File: src/rtl/bcd_display_pkg.sv
// Shared definitions for the three-digit multiplexed 7-segment scanner.
// Holds the segment patterns ({g,f,e,d,c,b,a}, active-high), the digit
// index encoding used by the scan counter, the scan state type, and a helper
// that turns a digit index into its one-hot enable.
package bcd_display_pkg;

    localparam logic [6:0] SEG_0    = 7'h3F;
    localparam logic [6:0] SEG_1    = 7'h06;
    localparam logic [6:0] SEG_2    = 7'h5B;
    localparam logic [6:0] SEG_3    = 7'h4F;
    localparam logic [6:0] SEG_4    = 7'h66;
    localparam logic [6:0] SEG_5    = 7'h6D;
    localparam logic [6:0] SEG_6    = 7'h7D;
    localparam logic [6:0] SEG_7    = 7'h07;
    localparam logic [6:0] SEG_8    = 7'h7F;
    localparam logic [6:0] SEG_9    = 7'h6F;
    localparam logic [6:0] SEG_DASH = 7'h40;
    localparam logic [6:0] SEG_OFF  = 7'h00;

    localparam logic [1:0] DIG_UNITS    = 2'd0;
    localparam logic [1:0] DIG_TENS     = 2'd1;
    localparam logic [1:0] DIG_HUNDREDS = 2'd2;

    typedef enum logic {
        ST_GAP = 1'b0,
        ST_ON  = 1'b1
    } scan_state_e;

    // One-hot digit enable for a scan index; the unused index maps to all-off.
    function automatic logic [2:0] dig_onehot(input logic [1:0] idx);
        logic [2:0] oh;
        case (idx)
            DIG_UNITS:    oh = 3'b001;
            DIG_TENS:     oh = 3'b010;
            DIG_HUNDREDS: oh = 3'b100;
            default:      oh = 3'b000;
        endcase
        return oh;
    endfunction

endpackage

File: src/rtl/bcd_display_scan_seg7_decode.sv
// BCD to 7-segment decoder (combinational).
// Ports: bcd_i [3:0] digit value; seg_o [6:0] active-high {g,f,e,d,c,b,a}.
// Values 10..15 are not decimal digits and show a dash.
module seg7_decode
    import bcd_display_pkg::*;
(
    input  logic [3:0] bcd_i,
    output logic [6:0] seg_o
);

    // Pattern lookup for one digit.
    always_comb begin
        case (bcd_i)
            4'd0:    seg_o = SEG_0;
            4'd1:    seg_o = SEG_1;
            4'd2:    seg_o = SEG_2;
            4'd3:    seg_o = SEG_3;
            4'd4:    seg_o = SEG_4;
            4'd5:    seg_o = SEG_5;
            4'd6:    seg_o = SEG_6;
            4'd7:    seg_o = SEG_7;
            4'd8:    seg_o = SEG_8;
            4'd9:    seg_o = SEG_9;
            default: seg_o = SEG_DASH;
        endcase
    end

endmodule

File: src/rtl/bcd_display_scan.sv
// Multiplexed three-digit 7-segment driver.
// Digits are captured into a pending register on load and promoted to the
// display register only at a slot start, so a digit never changes while lit.
// Each slot is DIGIT_CYCLES long: GAP_CYCLES dark, then the selected digit on.
// Ports:
//   clk, rst_n             clock, asynchronous active-low reset
//   hundreds[1:0], tens[3:0], units[3:0]  BCD digits, captured on load
//   load                   capture strobe
//   lz_blank               leading-zero blanking, sampled at slot start
//   seg[6:0]               {g,f,e,d,c,b,a}, registered, inverted if ACTIVE_LOW
//   dig_en[2:0]            one-hot digit enable (0 units, 1 tens, 2 hundreds)
//   shown                  one-cycle pulse when pending data reaches the display
module bcd_display_scan
    import bcd_display_pkg::*;
#(
    parameter int DIGIT_CYCLES = 4000,
    parameter int GAP_CYCLES   = 16,
    parameter bit ACTIVE_LOW   = 1'b0
) (
    input  logic       clk,
    input  logic       rst_n,
    input  logic [1:0] hundreds,
    input  logic [3:0] tens,
    input  logic [3:0] units,
    input  logic       load,
    input  logic       lz_blank,
    output logic [6:0] seg,
    output logic [2:0] dig_en,
    output logic       shown
);

    localparam int              CNT_W    = (DIGIT_CYCLES > 1) ? $clog2(DIGIT_CYCLES) : 1;
    localparam logic [CNT_W-1:0] CNT_LAST = CNT_W'(DIGIT_CYCLES - 1);
    localparam logic [CNT_W-1:0] GAP_END  = CNT_W'(GAP_CYCLES);
    localparam logic [6:0]      SEG_IDLE = ACTIVE_LOW ? 7'h7F : 7'h00;
    localparam logic [2:0]      DIG_IDLE = ACTIVE_LOW ? 3'b111 : 3'b000;

    logic [CNT_W-1:0] cnt_q, cnt_d;
    logic [1:0]       idx_q, idx_d;
    scan_state_e      state_q, state_d;

    logic [1:0] pend_h_q, pend_h_d, disp_h_q, disp_h_d;
    logic [3:0] pend_t_q, pend_t_d, disp_t_q, disp_t_d;
    logic [3:0] pend_u_q, pend_u_d, disp_u_q, disp_u_d;
    logic       pend_valid_q, pend_valid_d, disp_valid_q, disp_valid_d;
    logic       lz_q, lz_d;

    logic       slot_start_s, slot_end_s, promote_s, blank_s, lit_s;
    logic [3:0] digit_s;
    logic [6:0] dec_s, seg_d;
    logic [2:0] dig_en_d;
    logic [6:0] seg_q;
    logic [2:0] dig_en_q;
    logic       shown_q;

    assign slot_start_s = (cnt_q == '0);
    assign slot_end_s   = (cnt_q == CNT_LAST);

    // Slot counter and digit index advance; index wraps after hundreds.
    always_comb begin
        cnt_d = cnt_q;
        idx_d = idx_q;
        if (slot_end_s) begin
            cnt_d = '0;
            if (idx_q >= DIG_HUNDREDS) begin
                idx_d = DIG_UNITS;
            end else begin
                idx_d = idx_q + 2'd1;
            end
        end else begin
            cnt_d = cnt_q + CNT_W'(1);
        end
    end

    // Next scan state follows the next counter value so state_q tracks cnt_q.
    always_comb begin
        if (cnt_d < GAP_END) begin
            state_d = ST_GAP;
        end else begin
            state_d = ST_ON;
        end
    end

    // Scan state register.
    always_ff @(posedge clk or negedge rst_n) begin
        if (!rst_n) begin
            state_q <= ST_GAP;
        end else begin
            state_q <= state_d;
        end
    end

    // Pending/display data path: promotion only at slot start, with bypass of
    // a load arriving on that very cycle.
    always_comb begin
        pend_h_d     = pend_h_q;
        pend_t_d     = pend_t_q;
        pend_u_d     = pend_u_q;
        pend_valid_d = pend_valid_q;
        disp_h_d     = disp_h_q;
        disp_t_d     = disp_t_q;
        disp_u_d     = disp_u_q;
        disp_valid_d = disp_valid_q;
        lz_d         = lz_q;
        promote_s    = 1'b0;
        if (slot_start_s) begin
            lz_d = lz_blank;
            if (load) begin
                disp_h_d     = hundreds;
                disp_t_d     = tens;
                disp_u_d     = units;
                disp_valid_d = 1'b1;
                pend_valid_d = 1'b0;
                promote_s    = 1'b1;
            end else if (pend_valid_q) begin
                disp_h_d     = pend_h_q;
                disp_t_d     = pend_t_q;
                disp_u_d     = pend_u_q;
                disp_valid_d = 1'b1;
                pend_valid_d = 1'b0;
                promote_s    = 1'b1;
            end else begin
                promote_s    = 1'b0;
            end
        end else if (load) begin
            pend_h_d     = hundreds;
            pend_t_d     = tens;
            pend_u_d     = units;
            pend_valid_d = 1'b1;
        end else begin
            pend_valid_d = pend_valid_q;
        end
    end

    // Output decision: pick the scanned digit, apply blanking, form enables.
    always_comb begin
        digit_s = 4'd0;
        blank_s = 1'b1;
        case (idx_q)
            DIG_UNITS: begin
                digit_s = disp_u_q;
                blank_s = 1'b0;
            end
            DIG_TENS: begin
                digit_s = disp_t_q;
                blank_s = lz_q && (disp_h_q == 2'd0) && (disp_t_q == 4'd0);
            end
            DIG_HUNDREDS: begin
                digit_s = {2'b00, disp_h_q};
                blank_s = lz_q && (disp_h_q == 2'd0);
            end
            default: begin
                digit_s = 4'd0;
                blank_s = 1'b1;
            end
        endcase
        lit_s = (state_q == ST_ON) && disp_valid_q && !blank_s;
        if (lit_s) begin
            seg_d    = dec_s;
            dig_en_d = dig_onehot(idx_q);
        end else begin
            seg_d    = SEG_OFF;
            dig_en_d = 3'b000;
        end
    end

    seg7_decode u_decode (
        .bcd_i (digit_s),
        .seg_o (dec_s)
    );

    // Counter, data registers and output registers (polarity applied here).
    always_ff @(posedge clk or negedge rst_n) begin
        if (!rst_n) begin
            cnt_q        <= '0;
            idx_q        <= DIG_UNITS;
            pend_h_q     <= 2'd0;
            pend_t_q     <= 4'd0;
            pend_u_q     <= 4'd0;
            pend_valid_q <= 1'b0;
            disp_h_q     <= 2'd0;
            disp_t_q     <= 4'd0;
            disp_u_q     <= 4'd0;
            disp_valid_q <= 1'b0;
            lz_q         <= 1'b0;
            seg_q        <= SEG_IDLE;
            dig_en_q     <= DIG_IDLE;
            shown_q      <= 1'b0;
        end else begin
            cnt_q        <= cnt_d;
            idx_q        <= idx_d;
            pend_h_q     <= pend_h_d;
            pend_t_q     <= pend_t_d;
            pend_u_q     <= pend_u_d;
            pend_valid_q <= pend_valid_d;
            disp_h_q     <= disp_h_d;
            disp_t_q     <= disp_t_d;
            disp_u_q     <= disp_u_d;
            disp_valid_q <= disp_valid_d;
            lz_q         <= lz_d;
            seg_q        <= seg_d ^ {7{ACTIVE_LOW}};
            dig_en_q     <= dig_en_d ^ {3{ACTIVE_LOW}};
            shown_q      <= promote_s;
        end
    end

    assign seg    = seg_q;
    assign dig_en = dig_en_q;
    assign shown  = shown_q;

endmodule

File: config.mk
export PLATFORM = sky130hd
export DESIGN_NAME = bcd_display_scan
export DESIGN_NICKNAME = d
export VERILOG_FILES = /design/src/rtl/bcd_display_pkg.sv /design/src/rtl/bcd_display_scan_seg7_decode.sv /design/src/rtl/bcd_display_scan.sv
export SDC_FILE = /design/constraint.sdc
export NUM_CORES = 1
export LEC_CHECK = 0
export ABC_AREA = 1
export BUFFER_PORTS_ARGS = -buffer_cell sky130_fd_sc_hd__buf_2
export CAP_MARGIN = 15
export CORE_MARGIN = 8
export CORE_UTILIZATION = 50
export DETAILED_ROUTE_END_ITERATION = 8
export PLACE_DENSITY = 0.78
export SLEW_MARGIN = 15
export SYNTH_ARGS = -nofsm -noshare
export SYNTH_HDL_FRONTEND = slang
export SYNTH_SLANG_ARGS = --single-unit
File: constraint.sdc
create_clock -name clk -period 1.9 [get_ports clk]
set_input_delay 0.38 -clock clk [delete_from_list [all_inputs] [get_ports clk]]
set_output_delay 0.38 -clock clk [all_outputs]
set_load 0.01 [all_outputs]
==> results of run 1 <==
## final cells by class
| cell class | count | area share (%) |
|---|---|---|
| Sequential cell | 49 | 42.1 |
| Multi-Input combinational cell | 225 | 39.9 |
| Timing Repair Buffer | 30 | 6.09 |
| Inverter | 45 | 5.79 |
| Tap cell | 70 | 3.00 |
| Clock buffer | 5 | 2.36 |
| Clock inverter | 3 | 0.773 |
## stage by stage
stage / instances / worst slack (ps) / util [%]
5_1_grt: 427 / 19.1 / 57.4
6_report: 427 / 154 / 57.4
3_5_place_dp: 418 / 176 / 55.4
2_1_floorplan: 325 / 186 / -
4_1_cts: 426 / 146 / 57.2
3_3_place_gp: 418 / 227 / 55.4
## layer usage
metal | global-route usage [%] | up-vias | share of wire, %
met1 | 19.3 | 981 | 46
met2 | 23.6 | 45 | 48
met3 | 3.38 | 7 | 4.8
li1 | - | 1077 | -
met5 | 0 | - | 0
met4 | 5.53 | 0 | 1.9
## report_power, final
part | internal, W | total [W] | switching, W
clock | 0.000259 | 0.000623 | 0.000364
combinational | 0.0000891 | 0.000232 | 0.000143
sequential | 0.00110 | 0.00112 | 0.0000221
total | 0.00145 | 0.00197 | 0.000529
## worst max path at each step
stage | start | end | slack, ps
final | idx_q[1]$_DFFE_PN0N_ | seg[1]$_DFF_PN0_ | 150
after global routing | idx_q[1]$_DFFE_PN0N_ | seg[1]$_DFF_PN0_ | 20
after CTS | idx_q[1]$_DFFE_PN0N_ | seg[1]$_DFF_PN0_ | 150
after detailed placement | idx_q[0]$_DFFE_PN0N_ | seg[1]$_DFF_PN0_ | 180
after global placement | cnt_q[1]$_DFF_PN0_ | state_q$_DFF_PN0_ | 230
after floorplan | idx_q[0]$_DFFE_PN0N_ | seg[1]$_DFF_PN0_ | 190
## registers in the layout (all words and copies together), names as in the netlist, 2 cells and up
register	count
pend_t_q	4
disp_t_q	4
disp_h_q	2
disp_u_q	4
pend_u_q	4
seg	7
dig_en	3
idx_q	2
pend_h_q	2
cnt_q	12
## cells in the final DEF, fill, tap and decap left out, types with 6 or more instances in the layout
| cell type | instances |
|---|---|
| sky130_fd_sc_hd__buf_2 | 24 |
| sky130_fd_sc_hd__dfrtp_1 | 48 |
| sky130_fd_sc_hd__ha_1 | 8 |
| sky130_fd_sc_hd__inv_1 | 39 |
| sky130_fd_sc_hd__nand2_1 | 116 |
| sky130_fd_sc_hd__nand3_1 | 26 |
| sky130_fd_sc_hd__nor2_1 | 23 |
| sky130_fd_sc_hd__o21ai_0 | 6 |
| sky130_fd_sc_hd__o21ai_2 | 8 |
## timing repair
item	4_1_cts	5_1_grt
endpoints found under the hold margin	0	0
gates resized for setup	0	2
buffers inserted	0	1
endpoints found under the setup margin	0	1
## worst register-to-register path, stage by stage (launching register included)
cell                      delay, ps
sky130_fd_sc_hd__dfrtp_1        420
sky130_fd_sc_hd__inv_1           80
sky130_fd_sc_hd__nand2_1        140
sky130_fd_sc_hd__nor2_1          70
sky130_fd_sc_hd__nor3_2         210
sky130_fd_sc_hd__inv_1          110
sky130_fd_sc_hd__ha_1           310
sky130_fd_sc_hd__nor2_1         140
sky130_fd_sc_hd__nand2_1         70
sky130_fd_sc_hd__nand2_1         60
sky130_fd_sc_hd__nor2_1          30
## kinds of logic after synthesis
| family | synth area share (%) |
|---|---|
| and+or+nand+nor | 33.8 |
| buffers and inverters | 8.32 |
| DFF | 47.1 |
| AOI/OAI and AO/OA | 6.54 |
| adders and majority gates | 3.85 |
| xor gates and xnor gates | 0.337 |
==> Flow_metrics.wiki, run 1 <==
{| class="wikitable"
! Metric !! Value
|-
| Peak per-stage delay on the critical path || 420 ps
|-
| Number of enable flip-flop cells after synthesis || 0
|-
| Number of buffers inserted during clock tree synthesis || 5
|-
| P_leak || 1.56 nW
|-
| Series of cell instances along the critical path || inv_1 > nand2_1 > nor2_1 > nor3_2 > inv_1 > ha_1 > nor2_1 > nand2_1 > nand2_1 > nor2_1
|-
| Area of placed instances || 2810 µm²
|-
| CTS HTree Levels || 2
|-
| Total GRT Usage || 14.9%
|-
| I/O pins || 25
|-
| Critical path peak fanout || 4
|-
| Clock slew at reported path FFs || 100 ps
|-
| Final setup vio count || 0
|-
| Slack of the worst reg-to-reg path || 150 ps
|-
| Reg2Reg Capture Point || seg[1]$_DFF_PN0_
|-
| Initial standard-cell utilization of the core || 51.3%
|-
| Worst voltage drop across the vdd grid || 0.404 mV
|-
| Hold-fix buffers, CTS || 0
|-
| Number of cells on the worst reg-to-reg path || 10
|-
| Initial detailed-routing violation count || 135
|-
| Quantity of I/O buffers inserted on ports || 24
|-
| Detail Route Antenna Nets || 0
|-
| Worst-case clock buffer depth || 2
|-
| Most area-hungry cell type in the Yosys netlist || sky130_fd_sc_hd__dfrtp_1
|-
| Area grow syn2layout || 12.0%
|-
| Top flip-flop cell by instance count after synthesis || sky130_fd_sc_hd__dfrtp_1
|-
| Number of antenna violations at the first check in global routing || 0
|-
| Post-synthesis cell type count || 34
|-
| Min Clock Period, post-route || 1750 ps
|-
| Buffer and inverter count on the worst path || 2
|-
| Transition time at the pin with the least slew margin || 575 ps
|-
| Worst path slowest cell || sky130_fd_sc_hd__dfrtp_1
|-
| Fraction of final layout cells with drive strength greater than 1 || 19.6%
|-
| Die outline area || 7770 µm²
|-
| Total wirelength of the detailed-routed design || 5110 µm
|-
| Synthesis warning total || 0
|-
| # clock sinks || 49
|-
| First-pass GRT wire length || 9230 µm
|-
| Total of flip-flops plus latches after synthesis || 49
|-
| Final HPWL from detailed placement || 3800 µm
|-
| Req. time, crit path || 2100 ps
|-
| Crit path kind || register to register
|-
| Setup skew after layout || 10.9 ps
|-
| Dominant cell by count in the synthesized netlist || sky130_fd_sc_hd__nand2_1
|-
| Total vias in the final route || 2110
|-
| FFs w/ async S/R, synth || 100%
|-
| Pins Over Slew Limit || 0
|-
| Post-synthesis instance area || 2600 µm²
|-
| Class of the tightest hold or removal check || input pin to async pin
|-
| Final period utilization || 91.9%
|-
| Syn Nets || 347
|-
| Vias per Instance || 4.94
|-
| Die width || 88.1 µm
|-
| Worst endpoint data arrival time || 1940 ps
|-
| Max-capacitance violation count || 0
|-
| Post-synthesis instance total || 325
|-
| Setup repair after global routing missed its margin || false
|-
| Startpoint of the worst register-to-register path || idx_q[1]$_DFFE_PN0N_
|-
| Global placement routability congestion || 0.905
|-
| Pin count of the biggest net entering global routing || 50
|-
| WL per Instance || 12.0 µm
|-
| Maximum clock rate || 0.573 GHz
|-
| Row count || 26
|-
| DRT Pass-1 Iters || 5
|-
| Power per Cell Area || 677 nW/µm²
|-
| Setup TNS || 0 ps
|-
| CTS tree || yes
|-
| Insertion delay of the later-clocked pin in the worst-skew pair || 310 ps
|-
| Count of antenna diodes in the layout || 0
|-
| Yosys top cell area share || 47.1%
|-
| Final non-filler cell area || 2920 µm²
|-
| Critical Path Source Type || register
|-
| Via count of the first global-routing pass || 2048
|-
| Kind of capture point of the worst setup path || register
|-
| Average cell area after synthesis || 8.01 µm²
|-
| Hold Violations, Final || 0
|-
| Critical Path Stages || 10
|-
| Register area || 1230 µm²
|-
| Area of the core || 5070 µm²
|-
| Total Power || 0.00197 W
|-
| Root Buffer Master || sky130_fd_sc_hd__clkbuf_8
|-
| Commonest cells post-synth || sky130_fd_sc_hd__nand2_1 (116), sky130_fd_sc_hd__dfrtp_1 (49), sky130_fd_sc_hd__inv_1 (39), sky130_fd_sc_hd__nand3_1 (26), sky130_fd_sc_hd__nor2_1 (24)
|-
| Result of the run || finished, final reports clean
|-
| Cell types with the largest area share after synthesis || sky130_fd_sc_hd__dfrtp_1 (47%), sky130_fd_sc_hd__nand2_1 (17%), sky130_fd_sc_hd__inv_1 (5.6%)
|-
| Sequential area share after synthesis || 47.1%
|-
| Remaining DRCs || 0
|-
| Max_slew headroom || 61.5%
|-
| Final net count || 378
|-
| Worst hold slack || 38.6 ps
|-
| Fill cell count || 494
|-
| Vertical extent of the die || 88.1 µm
|-
| Family of cells with the greatest summed delay on the critical path || simple AND/OR/NAND/NOR gates
|-
| Grt total ovfl || 0
|-
| Area of combinational cells with multiple inputs || 1160 µm²
|}
No activity file was read; power rests on OpenSTA's default activity.
==> inputs of run 2 (changes only) <==
- ABC_AREA: 1 -> unset
==> run 2 against run 1 <==
Effect of this change: synthesized cell count shrank 32%; register-to-register slack got worse by 110 ps; via count decreased by 16%; area after synthesis is 3.2% lower; sequential power is essentially flat; die area down 2.6%; highest routed layer unchanged.
==> Flow_metrics.wiki, run 2 <==
{| class="wikitable"
! Metric !! Value
|-
| Setup TNS || 0 ps (unchanged)
|-
| Number of buffers inserted during clock tree synthesis || 5 (unchanged)
|-
| Dominant cell by count in the synthesized netlist || sky130_fd_sc_hd__dfrtp_1 (was sky130_fd_sc_hd__nand2_1)
|-
| Most area-hungry cell type in the Yosys netlist || sky130_fd_sc_hd__dfrtp_1 (unchanged)
|-
| Average cell area after synthesis || 11.4 µm² (was 8.01 µm²)
|-
| Min Clock Period, post-route || 1860 ps (was 1750 ps)
|-
| Sequential area share after synthesis || 48.7% (was 47.1%)
|-
| Top flip-flop cell by instance count after synthesis || sky130_fd_sc_hd__dfrtp_1 (unchanged)
|-
| WL per Instance || 15.1 µm (was 12.0 µm)
|-
| Clock slew at reported path FFs || 90 ps (was 100 ps)
|-
| Reg2Reg Capture Point || pend_h_q[1]$_DFFE_PN0P_ (was seg[1]$_DFF_PN0_)
|-
| Yosys top cell area share || 48.7% (was 47.1%)
|-
| Setup repair after global routing missed its margin || true (was false)
|-
| Vertical extent of the die || 87.0 µm (was 88.1 µm)
|-
| Hold-fix buffers, CTS || 0 (unchanged)
|-
| Critical path peak fanout || 5 (was 4)
|-
| DRT Pass-1 Iters || 4 (was 5)
|-
| P_leak || 1.40 nW (was 1.56 nW)
|-
| Fill cell count || 428 (was 494)
|-
| Switching power summed over all nets || 0.000477 W (was 0.000529 W)
|-
| Via count of the first global-routing pass || 1797 (was 2048)
|-
| Remaining DRCs || 0 (unchanged)
|-
| Post-synthesis instance total || 221 (was 325)
|-
| Commonest cells post-synth || sky130_fd_sc_hd__dfrtp_1 (49), sky130_fd_sc_hd__mux2_2 (21), sky130_fd_sc_hd__nor2_1 (19), sky130_fd_sc_hd__nand2_1 (15) (was sky130_fd_sc_hd__nand2_1 (116), sky130_fd_sc_hd__dfrtp_1 (49), sky130_fd_sc_hd__inv_1 (39), sky130_fd_sc_hd__nand3_1 (26), sky130_fd_sc_hd__nor2_1 (24))
|-
| Combinational fraction of design power || 10.2% (was 11.7%)
|-
| Worst voltage drop across the vdd grid || 0.355 mV (was 0.404 mV)
|-
| Initial standard-cell utilization of the core || 50.6% (was 51.3%)
|-
| Internal cell power || 0.00160 W (was 0.00145 W)
|-
| Slack of the worst reg-to-reg path || 40 ps (was 150 ps)
|-
| Total vias in the final route || 1772 (was 2110)
|-
| Flip-flop count of the largest register after layout || 12 (unchanged)
|-
| Capturing instance or port of the critical path || pend_h_q[1]$_DFFE_PN0P_ (was seg[1]$_DFF_PN0_)
|-
| Largest register by flop count || cnt_q (unchanged)
|-
| Class of the tightest hold or removal check || input pin to async pin (unchanged)
|-
| Maximum clock rate || 0.539 GHz (was 0.573 GHz)
|-
| Insertion delay of the later-clocked pin in the worst-skew pair || 310 ps (about the same)
|-
| Worst-case clock buffer depth || 2 (unchanged)
|-
| I/O pins || 25 (unchanged)
|-
| Cell types with the largest area share after synthesis || sky130_fd_sc_hd__dfrtp_1 (49%), sky130_fd_sc_hd__mux2_2 (9.4%), sky130_fd_sc_hd__mux2_4 (6.0%) (was sky130_fd_sc_hd__dfrtp_1 (47%), sky130_fd_sc_hd__nand2_1 (17%), sky130_fd_sc_hd__inv_1 (5.6%))
|-
| CTS HTree Levels || 2 (unchanged)
|-
| Max_slew headroom || 60.5% (was 61.5%)
|-
| CTS tree || yes (unchanged)
|-
| Post-layout utilization of the core || 59.3% (was 57.4%)
|-
| Fraction of power consumed by sequential logic || 54.0% (was 56.7%)
|-
| Die width || 87.0 µm (was 88.1 µm)
|-
| Fraction of final layout cells with drive strength greater than 1 || 36.9% (was 19.6%)
|-
| Final HPWL from detailed placement || 3690 µm (was 3800 µm)
|-
| Max-capacitance violation count || 0 (unchanged)
|-
| Detail Route Antenna Nets || 0 (unchanged)
|-
| Crit path kind || register to register (unchanged)
|-
| Final setup vio count || 0 (unchanged)
|-
| Total GRT Usage || 13.9% (was 14.9%)
|-
| Post-synthesis instance area || 2520 µm² (was 2600 µm²)
|-
| Crit path launch || cnt_q[2]$_DFF_PN0_ (was idx_q[1]$_DFFE_PN0N_)
|-
| First-pass GRT wire length || 8230 µm (was 9230 µm)
|-
| Peak per-stage delay on the critical path || 450 ps (was 420 ps)
|-
| Power per Cell Area || 703 nW/µm² (was 677 nW/µm²)
|-
| Setup skew after layout || 14.0 ps (was 10.9 ps)
|-
| Final period utilization || 97.6% (was 91.9%)
|-
| Most common cell after layout, fill and taps aside || sky130_fd_sc_hd__dfrtp_1 (was sky130_fd_sc_hd__nand2_1)
|-
| Clock network power share || 35.9% (was 31.5%)
|-
| Root Buffer Master || sky130_fd_sc_hd__clkbuf_8 (unchanged)
|-
| Worst path slowest cell || sky130_fd_sc_hd__or4_4 (was sky130_fd_sc_hd__dfrtp_1)
|-
| Transition time at the pin with the least slew margin || 593 ps (was 575 ps)
|-
| Number of antenna violations at the first check in global routing || 0 (unchanged)
|-
| Area of placed instances || 2810 µm² (about the same)
|-
| Register area || 1230 µm² (unchanged)
|-
| Post-synthesis cell type count || 52 (was 34)
|-
| Vias per Instance || 5.32 (was 4.94)
|-
| # clock sinks || 49 (unchanged)
|-
| Row count || 26 (unchanged)
|-
| Count of antenna diodes in the layout || 0 (unchanged)
|-
| Total of flip-flops plus latches after synthesis || 49 (unchanged)
|-
| Die outline area || 7570 µm² (was 7770 µm²)
|-
| Series of cell instances along the critical path || nor4_2 > nand4b_1 > or4_4 > and2_4 > mux2_4 (was inv_1 > nand2_1 > nor2_1 > nor3_2 > inv_1 > ha_1 > nor2_1 > nand2_1 > nand2_1 > nor2_1)
|-
| Area grow syn2layout || 17.1% (was 12.0%)
|-
| Global placement routability congestion || 0.919 (was 0.905)
|-
| Synthesis warning total || 0 (unchanged)
|-
| Total wirelength of the detailed-routed design || 5030 µm (was 5110 µm)
|-
| Area of the core || 4980 µm² (was 5070 µm²)
|-
| Area of combinational cells with multiple inputs || 1220 µm² (was 1160 µm²)
|-
| Number of cells on the worst reg-to-reg path || 5 (was 10)
|-
| Req. time, crit path || 2090 ps (was 2100 ps)
|-
| Final net count || 284 (was 378)
|-
| Pins Over Slew Limit || 0 (unchanged)
|-
| Commonest cells after routing, fill and taps aside || sky130_fd_sc_hd__dfrtp_1 (48), sky130_fd_sc_hd__buf_2 (24), sky130_fd_sc_hd__mux2_2 (21) (was sky130_fd_sc_hd__nand2_1 (116), sky130_fd_sc_hd__dfrtp_1 (48), sky130_fd_sc_hd__inv_1 (39))
|-
| Hold Violations, Final || 0 (unchanged)
|-
| Critical Path Source Type || register (unchanged)
|-
| Total Power || 0.00207 W (was 0.00197 W)
|-
| Startpoint of the worst register-to-register path || cnt_q[2]$_DFF_PN0_ (was idx_q[1]$_DFFE_PN0N_)
|-
| Switching Fraction || 23.0% (was 26.8%)
|-
| Number of enable flip-flop cells after synthesis || 0 (unchanged)
|-
| Quantity of I/O buffers inserted on ports || 24 (unchanged)
|-
| Syn Nets || 243 (was 347)
|-
| Worst endpoint data arrival time || 2050 ps (was 1940 ps)
|-
| Result of the run || finished, final reports clean (unchanged)
|-
| Grt total ovfl || 0 (unchanged)
|-
| FFs w/ async S/R, synth || 100% (unchanged)
|-
| Kind of capture point of the worst setup path || register (unchanged)
|-
| Pin count of the biggest net entering global routing || 50 (unchanged)
|-
| Initial detailed-routing violation count || 66 (was 135)
|-
| Worst hold slack || 154 ps (was 38.6 ps)
|-
| Final non-filler cell area || 2950 µm² (was 2920 µm²)
|}
## run 2: changes by cell type after synthesis, sizes merged, moves of 3 or more
cell   previous run  this run
nor2             28        20
mux2i             0         4
and4              0         3
nand2           121        15
xnor2             0         4
mux2              0        31
inv              44         8
nand3            30         8
o21ai            19         5
buf               3         6
a21oi             2        10
## run 2: critical path: cells and delay by family (launching register included)
family | cells | cell delay [ps]
multiplexers | 1 | 300
flip-flops | 1 | 390
AND/OR/NAND/NOR | 4 | 1050
## run 2: kinds of logic after synthesis
family          synth area share [%]
simple gates                    15.8
flops                           48.7
mux                             16.9
compound gates                  8.34
buf+inv                         3.87
fa+ha+maj                       3.97
xor+xnor                        2.43
## run 2: cell type report
| type | instances | share of cell area [%] |
|---|---|---|
| Sequential cell | 49 | 41.6 |
| Multi-Input combinational cell | 154 | 41.5 |
| Timing Repair Buffer | 44 | 9.16 |
| Tap cell | 70 | 2.97 |
| Clock buffer | 6 | 2.46 |
| Clock inverter | 2 | 1.31 |
| Inverter | 8 | 1.02 |
## run 2: per-layer routing
layer	GRT usage, %	up-vias	wire (µm)
li1	-	868	-
met1	14.9	875	2180
met2	25.3	24	2600
met3	3.68	5	203
met4	5.48	0	51
met5	0	-	0
## run 2: through the flow
step	setup WS, ps	instances
2_1_floorplan	-63.2	221
3_3_place_gp	72.3	323
3_5_place_dp	13.8	323
4_1_cts	12.7	331
5_1_grt	-46.0	333
6_report	44.9	333
## run 2: power by group through the flow
stage               logic, W  clock network (W)  registers, W
finish              0.000211           0.000744       0.00112
floorplan           0.000128                  0       0.00114
global route        0.000233           0.000805       0.00113
CTS                 0.000211           0.000767       0.00112
detailed placement  0.000212                  0       0.00114
global placement    0.000203                  0       0.00114
## run 2: how the worst min path moves through the flow
stage / start / to / slack (ps) / cells after the start
2_1_floorplan: rst_n / cnt_q[0]$_DFF_PN0_ / 80 / 0
3_3_place_gp: lz_q$_DFFE_PN0P_ / lz_q$_DFFE_PN0P_ / 450 / 2
3_5_place_dp: lz_q$_DFFE_PN0P_ / lz_q$_DFFE_PN0P_ / 490 / 2
4_1_cts: rst_n / pend_t_q[2]$_DFFE_PN0P_ / 170 / 2
5_1_grt: rst_n / pend_t_q[3]$_DFFE_PN0P_ / 220 / 2
6_report: rst_n / pend_t_q[0]$_DFFE_PN0P_ / 150 / 2
## run 2: timing repair
action,4_1_cts,5_1_grt
setup endpoints to repair,0,21
gates resized for setup,0,5
buffers inserted,0,1
